### src/rtl/compressor_seq_pkg.sv
// Shared defaults, beat-index width helper and state type for the
// compressor load sequencer and its frame buffer.
package compressor_seq_pkg;

  localparam int DEF_ROWS  = 15;
  localparam int DEF_COLS  = 15;
  localparam int DEF_OUT_W = 19;

  // Bits needed to index one slice of a COLS-deep frame (never zero).
  function automatic int beat_width(input int cols);
    return (cols > 1) ? $clog2(cols) : 1;
  endfunction

  localparam int BEAT_W = beat_width(DEF_COLS);

  typedef enum logic [1:0] {
    FILL,
    BURST,
    WAIT,
    RESULT
  } seq_state_e;

endpackage

### src/rtl/compressor_frame_buffer.sv
// COLS x ROWS slice store for one operand frame: synchronous write port,
// combinational read port.
module compressor_frame_buffer
  import compressor_seq_pkg::*;
#(
  parameter int ROWS  = DEF_ROWS,
  parameter int COLS  = DEF_COLS,
  parameter int IDX_W = BEAT_W
) (
  input  logic             clk,
  input  logic             we_i,
  input  logic [IDX_W-1:0] wr_idx_i,
  input  logic [ROWS-1:0]  wr_data_i,
  input  logic [IDX_W-1:0] rd_idx_i,
  output logic [ROWS-1:0]  rd_data_o
);

  logic [ROWS-1:0] mem_q [COLS];

  // NOTE: the array has no reset; a frame is only ever burst after every
  // entry of it has been written, so stale contents are never observed.
  always_ff @(posedge clk) begin
    if (we_i) mem_q[wr_idx_i] <= wr_data_i;
  end

  assign rd_data_o = mem_q[rd_idx_i];

endmodule

### src/rtl/compressor_load_sequencer.sv
// Collects one operand frame from a valid/ready stream, bursts it into the
// free-running source shift registers, then captures and hands off the result.
module compressor_load_sequencer
  import compressor_seq_pkg::*;
#(
  parameter int ROWS    = DEF_ROWS,
  parameter int COLS    = DEF_COLS,
  parameter int OUT_W   = DEF_OUT_W,
  parameter int LATENCY = 0
) (
  input  logic             clk,
  input  logic             rst_n,
  input  logic             in_valid,
  output logic             in_ready,
  input  logic [ROWS-1:0]  in_slice,
  input  logic             in_last,
  output logic [ROWS-1:0]  ser_out,
  input  logic [OUT_W-1:0] dst,
  output logic             out_valid,
  input  logic             out_ready,
  output logic [OUT_W-1:0] out_data,
  output logic             frame_err,
  output logic             busy
);

  localparam int IDX_W  = beat_width(COLS);
  localparam int WAIT_W = (LATENCY > 0) ? $clog2(LATENCY + 1) : 1;
  localparam logic [IDX_W-1:0]  LAST_BEAT = IDX_W'(COLS - 1);
  localparam logic [WAIT_W-1:0] LAST_WAIT = WAIT_W'(LATENCY);

  seq_state_e        state_q;
  logic [IDX_W-1:0]  beat_q;
  logic [WAIT_W-1:0] wait_q;
  logic              in_ready_q;
  logic              out_valid_q;
  logic [OUT_W-1:0]  out_data_q;
  logic [ROWS-1:0]   ser_out_q;
  logic              frame_err_q;
  logic              busy_q;

  logic              accept;
  logic              last_beat;
  logic [IDX_W-1:0]  rd_idx;
  logic [ROWS-1:0]   rd_data;

  assign accept    = in_valid && in_ready_q;
  assign last_beat = (beat_q == LAST_BEAT);

  // NOTE: combinational logic uses blocking '=' and assigns a default first,
  // so every path drives rd_idx and no latch is inferred.
  always_comb begin
    rd_idx = '0;
    if (state_q == BURST && !last_beat) rd_idx = beat_q + 1'b1;
  end

  compressor_frame_buffer #(
    .ROWS  (ROWS),
    .COLS  (COLS),
    .IDX_W (IDX_W)
  ) u_frame_buffer (
    .clk       (clk),
    .we_i      (accept),
    .wr_idx_i  (beat_q),
    .wr_data_i (in_slice),
    .rd_idx_i  (rd_idx),
    .rd_data_o (rd_data)
  );

  // NOTE: sequential state uses non-blocking '<=' so every register samples
  // the pre-edge values of the others.
  always_ff @(posedge clk or negedge rst_n) begin
    if (!rst_n) begin
      state_q     <= FILL;
      beat_q      <= '0;
      wait_q      <= '0;
      in_ready_q  <= 1'b0;
      out_valid_q <= 1'b0;
      out_data_q  <= '0;
      ser_out_q   <= '0;
      frame_err_q <= 1'b0;
      busy_q      <= 1'b0;
    end else begin
      frame_err_q <= 1'b0;
      case (state_q)
        FILL: begin
          in_ready_q <= 1'b1;
          if (accept) begin
            if (in_last && last_beat) begin
              // Slice 0 goes out on the very next cycle.
              state_q    <= BURST;
              beat_q     <= '0;
              ser_out_q  <= rd_data;
              in_ready_q <= 1'b0;
              busy_q     <= 1'b1;
            end else if (in_last || last_beat) begin
              frame_err_q <= 1'b1;
              beat_q      <= '0;
              busy_q      <= 1'b0;
            end else begin
              beat_q <= beat_q + 1'b1;
              busy_q <= 1'b1;
            end
          end
        end
        BURST: begin
          if (last_beat) begin
            state_q   <= WAIT;
            ser_out_q <= '0;
            wait_q    <= '0;
          end else begin
            beat_q    <= beat_q + 1'b1;
            ser_out_q <= rd_data;
          end
        end
        WAIT: begin
          if (wait_q == LAST_WAIT) begin
            state_q     <= RESULT;
            out_data_q  <= dst;
            out_valid_q <= 1'b1;
          end else begin
            wait_q <= wait_q + 1'b1;
          end
        end
        RESULT: begin
          if (out_ready) begin
            state_q     <= FILL;
            beat_q      <= '0;
            out_valid_q <= 1'b0;
            in_ready_q  <= 1'b1;
            busy_q      <= 1'b0;
          end
        end
        default: state_q <= FILL;
      endcase
    end
  end

  assign in_ready  = in_ready_q;
  assign out_valid = out_valid_q;
  assign out_data  = out_data_q;
  assign ser_out   = ser_out_q;
  assign frame_err = frame_err_q;
  assign busy      = busy_q;

endmodule

### config.mk
export PLATFORM = sky130hd
export DESIGN_NAME = compressor_load_sequencer
export DESIGN_NICKNAME = d
export VERILOG_FILES = /design/src/rtl/compressor_seq_pkg.sv /design/src/rtl/compressor_frame_buffer.sv /design/src/rtl/compressor_load_sequencer.sv
export SDC_FILE = /design/constraint.sdc
export NUM_CORES = 1
export LEC_CHECK = 0
export BUFFER_PORTS_ARGS = -buffer_cell sky130_fd_sc_hd__buf_2
export CORE_MARGIN = 4
export CORE_UTILIZATION = 28
export DETAILED_ROUTE_END_ITERATION = 12
export GPL_TIMING_DRIVEN = 0
export PLACE_DENSITY = 0.57
export SLEW_MARGIN = 20
export SYNTH_ARGS = -nofsm -noshare
export SYNTH_HDL_FRONTEND = slang
export SYNTH_HIERARCHICAL = 1
export SYNTH_SLANG_ARGS = --single-unit
### constraint.sdc
create_clock -name clk -period 2.6 [get_ports clk]
set_input_delay 0.78 -clock clk [delete_from_list [all_inputs] [get_ports clk]]
set_output_delay 0.78 -clock clk [all_outputs]
set_load 0.01 [all_outputs]
==> impl_results.md, run 1 <==
- Status: finished, final reports clean
- Yosys top cell area share: 63.2%
- Setup-failing EPs final: 0
- Largest net degree at the start of global routing: 45
- Startpoint Class: register
- R2R Setup Slk: 0.07 ns
- Cell count after synthesis: 571
- Power after layout: 13.4 mW
- P per Cell Area: 1020 nW/um^2
- Fin crit period: 2.53 ns
- Die Wd: 203 microns
- Measured slew at the worst slew-check pin: 0.594 ns
- Detail Placement HPWL: 15.9 mm
- Total track usage: 11.0%
- Crit path DAT: 2.99 ns
- RSZ-0062 raised after global routing: yes
- Async SR Flop Fraction: 16.4%
- CTS tree: built
- Synth Net Count: 619
- Vias in the first global route: 5,648
- Worst Path Buf+Inv: 3
- WL/cell: 18.4 microns
- RR Endpoint: ser_out[1]$_DFFE_PN0P_
- Die height: 203 microns
- Critical path class: register to register
- Synthesized area: 10,700 sq um
- Crit end category: register
- Htree depth: 1
- Number of synthesized flops with an enable pin: 225
- Global route total overflow: 0
- CP delay by family, top: multiplexers
- Initial antenna violation count: 2
- Worst Path Max Fanout: 10
- Slowest cell delay on critical path: 0.46 ns
- Worst setup path startpoint: beat_q[1]$_DFFE_PN0P_
- Area after DPL: 12,000 sq um
- Number of synthesized register bits: 269
- Max Cap Viol: 0
- Sequential-to-total area share from yosys stat: 73.5%
- Worst-case reg-to-reg path depth: 12
- CP Cell Sequence: ha_4 -> nand3_4 -> nand2_8 -> nor2_4 -> buf_12 -> buf_6 -> buf_8 -> mux2i_1 -> mux4_2 -> mux2i_2 -> nand3_1 -> nand2_1
- First-pass GRT wire length: 35.0 mm
- Post-DRT Antenna Nets: 0
- Vias/cell: 4.44
- Rel. slew slack: 60.4%
- Final hold violation count: 0
- Ys flop type: edfxtp_1
- Starting DRC count in detailed routing: 310
- DRC errors left: 0
- CP required: 3.06 ns
- Nets: 755
- Starting Density: 28.4%
- Hold-fix buffers at CTS: 0
- Cell taking the most area after synthesis: edfxtp_1
- TritonCTS Buffers: 27
- CTS sink cnt: 269
- CORE AREA: 37,700 sq um
- Synth cell types: 42
- Finished layout cell area: 13,100 sq um
- Worst Clk Skew: 0.00813 ns
- Vias after detailed routing: 5,507
- Final wirelength: 22.8 mm
- Synth area leaders: edfxtp_1 (63%), dfrtp_1 (10%), mux4_2 (7.4%), mux2i_1 (2.6%), mux4_1 (2.5%)
- Fraction of layout cells with a size suffix above 1: 37.0%
- Post-layout util: 34.8%
- Worst VDD drop: 0.501 mV
- Port Buf Inserts: 76
- Hold Crit Class: input pin to asynchronous set/reset pin
- I/O pin count: 77
- Post-route clock period utilization: 97.3%
- FILL cells: 3,612
- Area Overhead vs Synth: 22.5%
- FP Rows: 71
- Die area: 41,400 sq um
- Worst skew pair latency: 0.53 ns
- Ys Warns: 6
- Worst setup path endpoint: ser_out[1]$_DFFE_PN0P_
- GP Congestion: 0.716
- Fmax: 395 MHz
- Leak: 4.58 nW
- Hold slack: 0.235 ns
- Clock transition at path regs: 0.06 ns
- DRT Pass-1 Iters: 4
- Syn Area/Cell: 18.7 sq um
- Clock root buffer: clkbuf_16
- Worst path depth: 12
- RR Startpoint: beat_q[1]$_DFFE_PN0P_
- Slew Viols, Final: 0
- Slowest cell on crit path: mux4_2
- Bufs on Longest Clock Path: 3
[cell usage after synthesis (9+ instances only)]
| cell type | n |
|---|---|
| a221o_1 | 12 |
| a22o_1 | 12 |
| clkbuf_1 | 11 |
| dfrtp_1 | 44 |
| edfxtp_1 | 225 |
| ha_1 | 9 |
| inv_1 | 11 |
| mux2_2 | 19 |
| mux2i_1 | 28 |
| mux4_1 | 10 |
| mux4_2 | 35 |
| nand2_1 | 45 |
| nand3_1 | 17 |
| nor2_1 | 18 |
| o21ai_1 | 13 |
[cell families after synthesis]
kind of cell	after synthesis	share of synthesized area, %
AOI/OAI and AO/OA	54	3.80
adders and majority gates	9	1.05
buffers and inverters	38	2.13
DFF	269	73.5
muxes	94	14.7
and+or+nand+nor	107	4.82
[report_power, final]
part           internal [mW]  switching, mW  total (mW)
combinational           2.15           2.17        4.32
sequential              5.22          0.213        5.43
clock                   2.10           1.55        3.65
[stage by stage]
| step | setup WS [ns] | instances | setup TNS [ns] |
|---|---|---|---|
| 2_1_floorplan | -0.00418 | 571 | -0.00837 |
| 3_3_place_gp | -1.36 | 1158 | -164.64 |
| 3_5_place_dp | -0.814 | 1176 | -16.06 |
| 4_1_cts | 0.00809 | 1236 | 0 |
| 5_1_grt | -0.0553 | 1239 | -0.213 |
| 6_report | 0.0695 | 1240 | 0 |
[cells in the final DEF, fill, tap and decap left out, types with 3 or more instances in the layout]
master     netlist  routed
a22o_1          12      12
inv_1           11       9
ha_1             9       7
buf_6            4      18
mux4_2          35      43
dfrtp_1         44      40
dfrtp_2          0       4
clkinv_2         0       6
nand2b_1         6       6
nor2_2           0      11
clkbuf_16        0      28
a221o_1         12      12
o21ai_0          7       7
edfxtp_1       225     225
buf_4            2      17
buf_2            7      78
nor2_1          18       6
clkinv_1         0       7
nand3_1         17      15
nor3_2           0       3
clkbuf_2         0       3
mux2i_2          0       3
buf_8            2       4
buf_12           1       6
o21ai_1         13      13
clkbuf_1        11       9
mux2i_1         28      25
mux2_2          19      19
nand2_1         45      43
[worst min path at each step]
stage / from / endpoint / slack [ns] / cells past startpoint
CTS: rst_n / beat_q[3]$_DFFE_PN0P_ / 0.43 / 1
floorplan: rst_n / beat_q[0]$_DFFE_PN0P_ / 0.48 / 0
finish: rst_n / beat_q[3]$_DFFE_PN0P_ / 0.24 / 1
global route: rst_n / out_valid$_DFFE_PN0P_ / 0.27 / 1
detailed placement: ser_out[1]$_DFFE_PN0P_ / ser_out[1]$_DFFE_PN0P_ / 0.45 / 2
global placement: ser_out[5]$_DFFE_PN0P_ / ser_out[5]$_DFFE_PN0P_ / 0.45 / 2
[metal layers]
layer | vias up | global-route usage, % | share of wire (%)
li1 | 2537 | - | -
met1 | 2811 | 14.8 | 44
met2 | 129 | 18.6 | 49
met3 | 28 | 2.24 | 5.5
met4 | 2 | 2.43 | 1.5
met5 | - | 0 | 0.057
[flip-flops by register name, summed over array words and instances, names as in the netlist]
signal                flops
out_data                 19
ser_out                  15
in_ready                  1
beat_q                    4
out_valid                 1
state_q                   2
frame_err                 1
busy                      1
u_frame_buffer/mem_q    225
[area by class of cell]
| type | count | area [sq um] | share of cell area [%] |
|---|---|---|---|
| Inverter | 11 | 41.3 | 0.315 |
| Clock inverter | 18 | 141 | 1.08 |
| Timing Repair Buffer | 107 | 729 | 5.57 |
| Clock buffer | 32 | 694 | 5.30 |
| Antenna cell | 1 | 2.50 | 0.0191 |
| Sequential cell | 269 | 7860 | 60.0 |
| Multi-Input combinational cell | 264 | 2730 | 20.8 |
| Tap cell | 511 | 639 | 4.88 |
| Buffer | 27 | 269 | 2.05 |
[what timing repair did]
item	CTS	global route
gates resized for setup	37	27
gates cloned	1	1
setup endpoints to repair	15	15
pin swaps	5	9
setup buffers	9	2
Note: power is estimated with default switching activity, not from simulation.
==> inputs of run 2 (changes only) <==
GPL_TIMING_DRIVEN = default   (was 0)
==> impl_results.md, run 2 (synthesized netlist as in run 1, its figures left out) <==
- Vias/cell: 4.49
- GP Congestion: 0.775
- Reg with most FFs: u_frame_buffer/mem_q
- Worst Path Max Fanout: 8
- Nets: 774
- Crit end category: register
- Slowest cell on crit path: mux4_1
- Startpoint Class: register
- Hold-fix buffers at CTS: 0
- Critical path class: register to register
- DRT Pass-1 Iters: 4
- Final wirelength: 24.6 mm
- CP delay by family, top: multiplexers
- Hold Crit Class: input pin to asynchronous set/reset pin
- RR Endpoint: ser_out[7]$_DFFE_PN0P_
- Max Cap Viol: 0
- Vias in the first global route: 5,938
- Vias after detailed routing: 5,660
- CP required: 3.03 ns
- Initial antenna violation count: 1
- Port Buf Inserts: 76
- Worst setup path endpoint: ser_out[7]$_DFFE_PN0P_
- FP Rows: 71
- CORE AREA: 37,700 sq um
- Clock transition at path regs: 0.06 ns
- Area Overhead vs Synth: 24.2%
- Crit path DAT: 2.92 ns
- Worst VDD drop: 0.474 mV
- Starting DRC count in detailed routing: 351
- Rel. slew slack: 46.7%
- Fin crit period: 2.49 ns
- I/O pin count: 77
- Most frequent cells in the layout: edfxtp_1 (225), buf_2 (76), buf_4 (64)
- R2R Setup Slk: 0.11 ns
- Status: finished, final reports clean
- Worst path depth: 12
- Hold slack: 0.149 ns
- Clock root buffer: clkbuf_16
- Commonest non-fill, non-tap cell in the layout: edfxtp_1
- P per Cell Area: 1040 nW/um^2
- Leak: 4.78 nW
- Worst-case reg-to-reg path depth: 12
- FILL cells: 3,592
- Global route total overflow: 0
- RR Startpoint: beat_q[0]$_DFFE_PN0P_
- Starting Density: 28.4%
- Slowest cell delay on critical path: 0.58 ns
- First-pass GRT wire length: 37.4 mm
- Max FFs per register: 225
- Detail Placement HPWL: 16.5 mm
- TritonCTS Buffers: 28
- Fraction of layout cells with a size suffix above 1: 36.6%
- Die Wd: 203 microns
- CP Cell Sequence: inv_2 -> ha_2 -> nand3_2 -> nand2_4 -> nor2_4 -> buf_12 -> buf_4 -> mux4_1 -> a22o_1 -> a221o_1 -> nand3_1 -> nand2_1
- WL/cell: 19.5 microns
- Worst Clk Skew: 0.0107 ns
- Worst setup path startpoint: beat_q[0]$_DFFE_PN0P_
- Setup-failing EPs final: 0
- CTS sink cnt: 269
- Measured slew at the worst slew-check pin: 0.797 ns
- Bufs on Longest Clock Path: 3
- Fmax: 401 MHz
- RSZ-0062 raised after global routing: yes
- Post-route clock period utilization: 95.8%
- Htree depth: 1
- CTS tree: built
- Total track usage: 11.8%
- Post-DRT Antenna Nets: 0
- Worst skew pair latency: 0.54 ns
- Slew Viols, Final: 0
- Power after layout: 13.8 mW
- DRC errors left: 0
- Largest net degree at the start of global routing: 28
- Worst Path Buf+Inv: 3
- Final hold violation count: 0
- Die area: 41,400 sq um
- Die height: 203 microns
-- run 2: changes by cell type in the layout (fill, tap and decap cells not counted), sizes merged --
cell    before  now
bufinv       2    4
clkbuf      42   40
buf        124  152
clkinv      14    7
inv         12   11
-- run 2: worst min path at each step --
stage                                 start                       to  slack (ns)  depth (start not counted)
finish                                rst_n    out_valid$_DFFE_PN0P_        0.15                          1
CTS                                   rst_n    out_valid$_DFFE_PN0P_        0.14                          1
detailed placement  ser_out[11]$_DFFE_PN0P_  ser_out[11]$_DFFE_PN0P_        0.45                          2
global route                          rst_n    out_valid$_DFFE_PN0P_        0.16                          1
global placement     ser_out[2]$_DFFE_PN0P_   ser_out[2]$_DFFE_PN0P_        0.45                          2
floorplan                             rst_n    beat_q[0]$_DFFE_PN0P_        0.48                          0
-- run 2: layout make-up --
| class | instances | area, sq um | area share, % |
|---|---|---|---|
| timing repair buffer | 152 | 1100 | 8.25 |
| multi-input combinational | 264 | 2670 | 20.1 |
| antenna | 1 | 2.50 | 0.0188 |
| clock buffer | 40 | 817 | 6.15 |
| tap | 511 | 639 | 4.81 |
| clock inverter | 12 | 163 | 1.22 |
| sequential | 269 | 7860 | 59.1 |
| inverter | 11 | 41.3 | 0.311 |
-- run 2: per-stage QoR --
step                TNS [ns]  setup WS, ns  instances  area (sq um)  utilization, %
floorplan           -0.00837      -0.00418        571         10700               -
global placement      -0.168       -0.0616       1200         12200            32.4
detailed placement    -0.189       -0.0588       1200         12200            32.4
CTS                        0        0.0262       1255         13200            35.1
global route        -0.00432      -0.00432       1259         13300            35.3
finish                     0         0.109       1260         13300            35.3
-- run 2: per-layer routing --
| layer | GRT usage, % | vias to the layer above | routed length, microns |
|---|---|---|---|
| li1 | - | 2585 | - |
| met1 | 15.9 | 2900 | 10900 |
| met2 | 19.9 | 142 | 11900 |
| met3 | 1.97 | 33 | 1320 |
| met4 | 2.89 | 0 | 457 |
| met5 | 0 | - | 0 |
-- run 2: where the power goes --
group          internal, mW  switching [mW]  leakage [nW]  total, mW
clock network          2.57            1.62         0.484       4.19
registers              5.22           0.240          2.56       5.46
logic                  2.10            2.07          1.73       4.16
-- run 2: timing repair --
action	4_1_cts	5_1_grt
resized for setup	2	10
setup endpoints to repair	7	15
setup buffers	3	4
pin swaps	0	5
==> inputs of run 3 (changes only) <==
MAX_ROUTING_LAYER = met4   (was default)
REMOVE_ABC_BUFFERS = 1   (was default)
==> impl_results.md, run 3 (synthesized netlist as in run 1, its figures left out) <==
- Commonest non-fill, non-tap cell in the layout: edfxtp_1
- Met3 WL: 1.77 mm
- Worst VDD drop: 0.505 mV
- Reg with most FFs: u_frame_buffer/mem_q
- Setup slack after layout: 0.110 ns
- Bufs on Longest Clock Path: 3
- Worst-case reg-to-reg path depth: 12
- CTS tree: built
- Clock root buffer: clkbuf_16
- Die height: 203 microns
- Hold Crit Class: input pin to asynchronous set/reset pin
- FP Rows: 71
- P per Cell Area: 1030 nW/um^2
- Leak: 4.67 nW
- Status: finished, final reports clean
- Fin crit period: 2.49 ns
- Total track usage: 12.4%
- I/O pin count: 77
- Hold-fix buffers at CTS: 0
- Post-DRT Antenna Nets: 0
- RSZ-0062 raised after global routing: no
- Initial antenna violation count: 2
- Htree depth: 1
- Detail Placement HPWL: 14.9 mm
- Top layer in use: met4
- WL/cell: 20.7 microns
- Starting Density: 28.4%
- Die Wd: 203 microns
- Rel. slew slack: 48.4%
- Max Cap Viol: 0
- Fraction of layout cells with a size suffix above 1: 34.9%
- CTS sink cnt: 269
- Clock transition at path regs: 0.06 ns
- Max FFs per register: 225
- FILL cells: 3,578
- Power after layout: 13.6 mW
- Nets: 754
- Die area: 41,400 sq um
- Worst skew pair latency: 0.57 ns
- RR Startpoint: beat_q[0]$_DFFE_PN0P_
- WL met2: 11.8 mm
- First-pass GRT wire length: 37.7 mm
- Vias/cell: 4.66
- Global route total overflow: 0
- Critical path class: register to register
- TritonCTS Buffers: 28
- Fmax: 402 MHz
- R2R Setup Slk: 0.11 ns
- Most frequent cells in the layout: edfxtp_1 (225), buf_2 (76), nand2_1 (44), dfrtp_1 (44), mux4_2 (36)
- Final hold violation count: 0
- DRC errors left: 0
- Vias in the first global route: 5,840
- Post-route clock period utilization: 95.8%
- Port Buf Inserts: 76
- Area Overhead vs Synth: 23.8%
- Setup-failing EPs final: 0
- Measured slew at the worst slew-check pin: 0.774 ns
- RR Endpoint: ser_out[8]$_DFFE_PN0P_
- GP Congestion: 0.762
- Crit path DAT: 2.95 ns
- Setup WS pre-CTS: 0.0131 ns
- Starting DRC count in detailed routing: 436
- Vias after detailed routing: 5,774
- Crit end category: register
- Fin Setup TNS: 0 ns
- Startpoint Class: register
- Final wirelength: 25.6 mm
- Worst setup path startpoint: beat_q[0]$_DFFE_PN0P_
- Largest net degree at the start of global routing: 26
- Worst Clk Skew: 0.0393 ns
- DRT Pass-1 Iters: 4
- Worst Path Max Fanout: 11
- WL met1: 11.7 mm
- Slew Viols, Final: 0
- CP required: 3.06 ns
- CORE AREA: 37,700 sq um
-- run 3: cell types whose count changed in the layout (fill, tap and decap cells not counted), sizes merged --
cell / change
bufinv: -1
clkbuf: -3
inv: +1
clkinv: +7
buf: -24
-- run 3: worst max-delay path by stage --
stage / endpoint / slack (ns) / cells after the start
after detailed placement: ser_out[0]$_DFFE_PN0P_ / 0.01 / 11
after global placement: ser_out[0]$_DFFE_PN0P_ / 0.06 / 11
after floorplan: ser_out[0]$_DFFE_PN0P_ / -3.74 / 10
after global routing: ser_out[5]$_DFFE_PN0P_ / 0.002 / 12
final: ser_out[8]$_DFFE_PN0P_ / 0.11 / 12
after CTS: ser_out[0]$_DFFE_PN0P_ / 0.05 / 11
-- run 3: where the power goes --
part | internal [mW] | leakage, nW | switching [mW]
clock network | 2.29 | 0.446 | 1.63
registers | 5.22 | 2.56 | 0.242
logic | 2.10 | 1.66 | 2.10
-- run 3: area by class of cell --
type                    count  area [sq um]  area share, %
inverters                  11          41.3          0.312
repair buffers            132          1110           8.40
multi-input cells         264          2680           20.2
diodes                      1          2.50         0.0189
well taps                 511           639           4.83
clock inverters            19           194           1.46
flip-flops and latches    269          7860           59.3
clock buffers              33           719           5.43
-- run 3: critical path, stage by stage (launching register included) --
cell	delay [ns]
dfrtp_1	0.34
inv_1	0.07
ha_1	0.22
nand3_2	0.08
nand2_2	0.09
nor2_4	0.14
buf_12	0.15
clkbuf_16	0.19
mux4_2	0.50
a22o_1	0.25
a221o_1	0.26
nand3_1	0.07
nand2_1	0.05
-- run 3: metal layers --
| layer | track usage [%] | vias up |
|---|---|---|
| met4 | 2.38 | 0 |
| met5 | - | - |
| met3 | 2.61 | 27 |
| met2 | 18.8 | 213 |
| li1 | - | 2538 |
| met1 | 17.6 | 2996 |
-- run 3: repair_timing --
item                       4_1_cts  5_1_grt
hold endpoints to repair         0        0
setup endpoints to repair        0       15
setup buffers                    0        5
gates resized for setup          0        4
-- run 3: stage by stage --
stage                     utilization, %  std cells  hold WS, ns  area, sq um
after global routing                35.2       1240        0.195        13200
after detailed placement            32.3       1178        0.452        12200
after CTS                           34.7       1230        0.166        13100
final                               35.2       1240        0.180        13200
after floorplan                        -        544        0.484        10500
after global placement              32.3       1178        0.447        12200
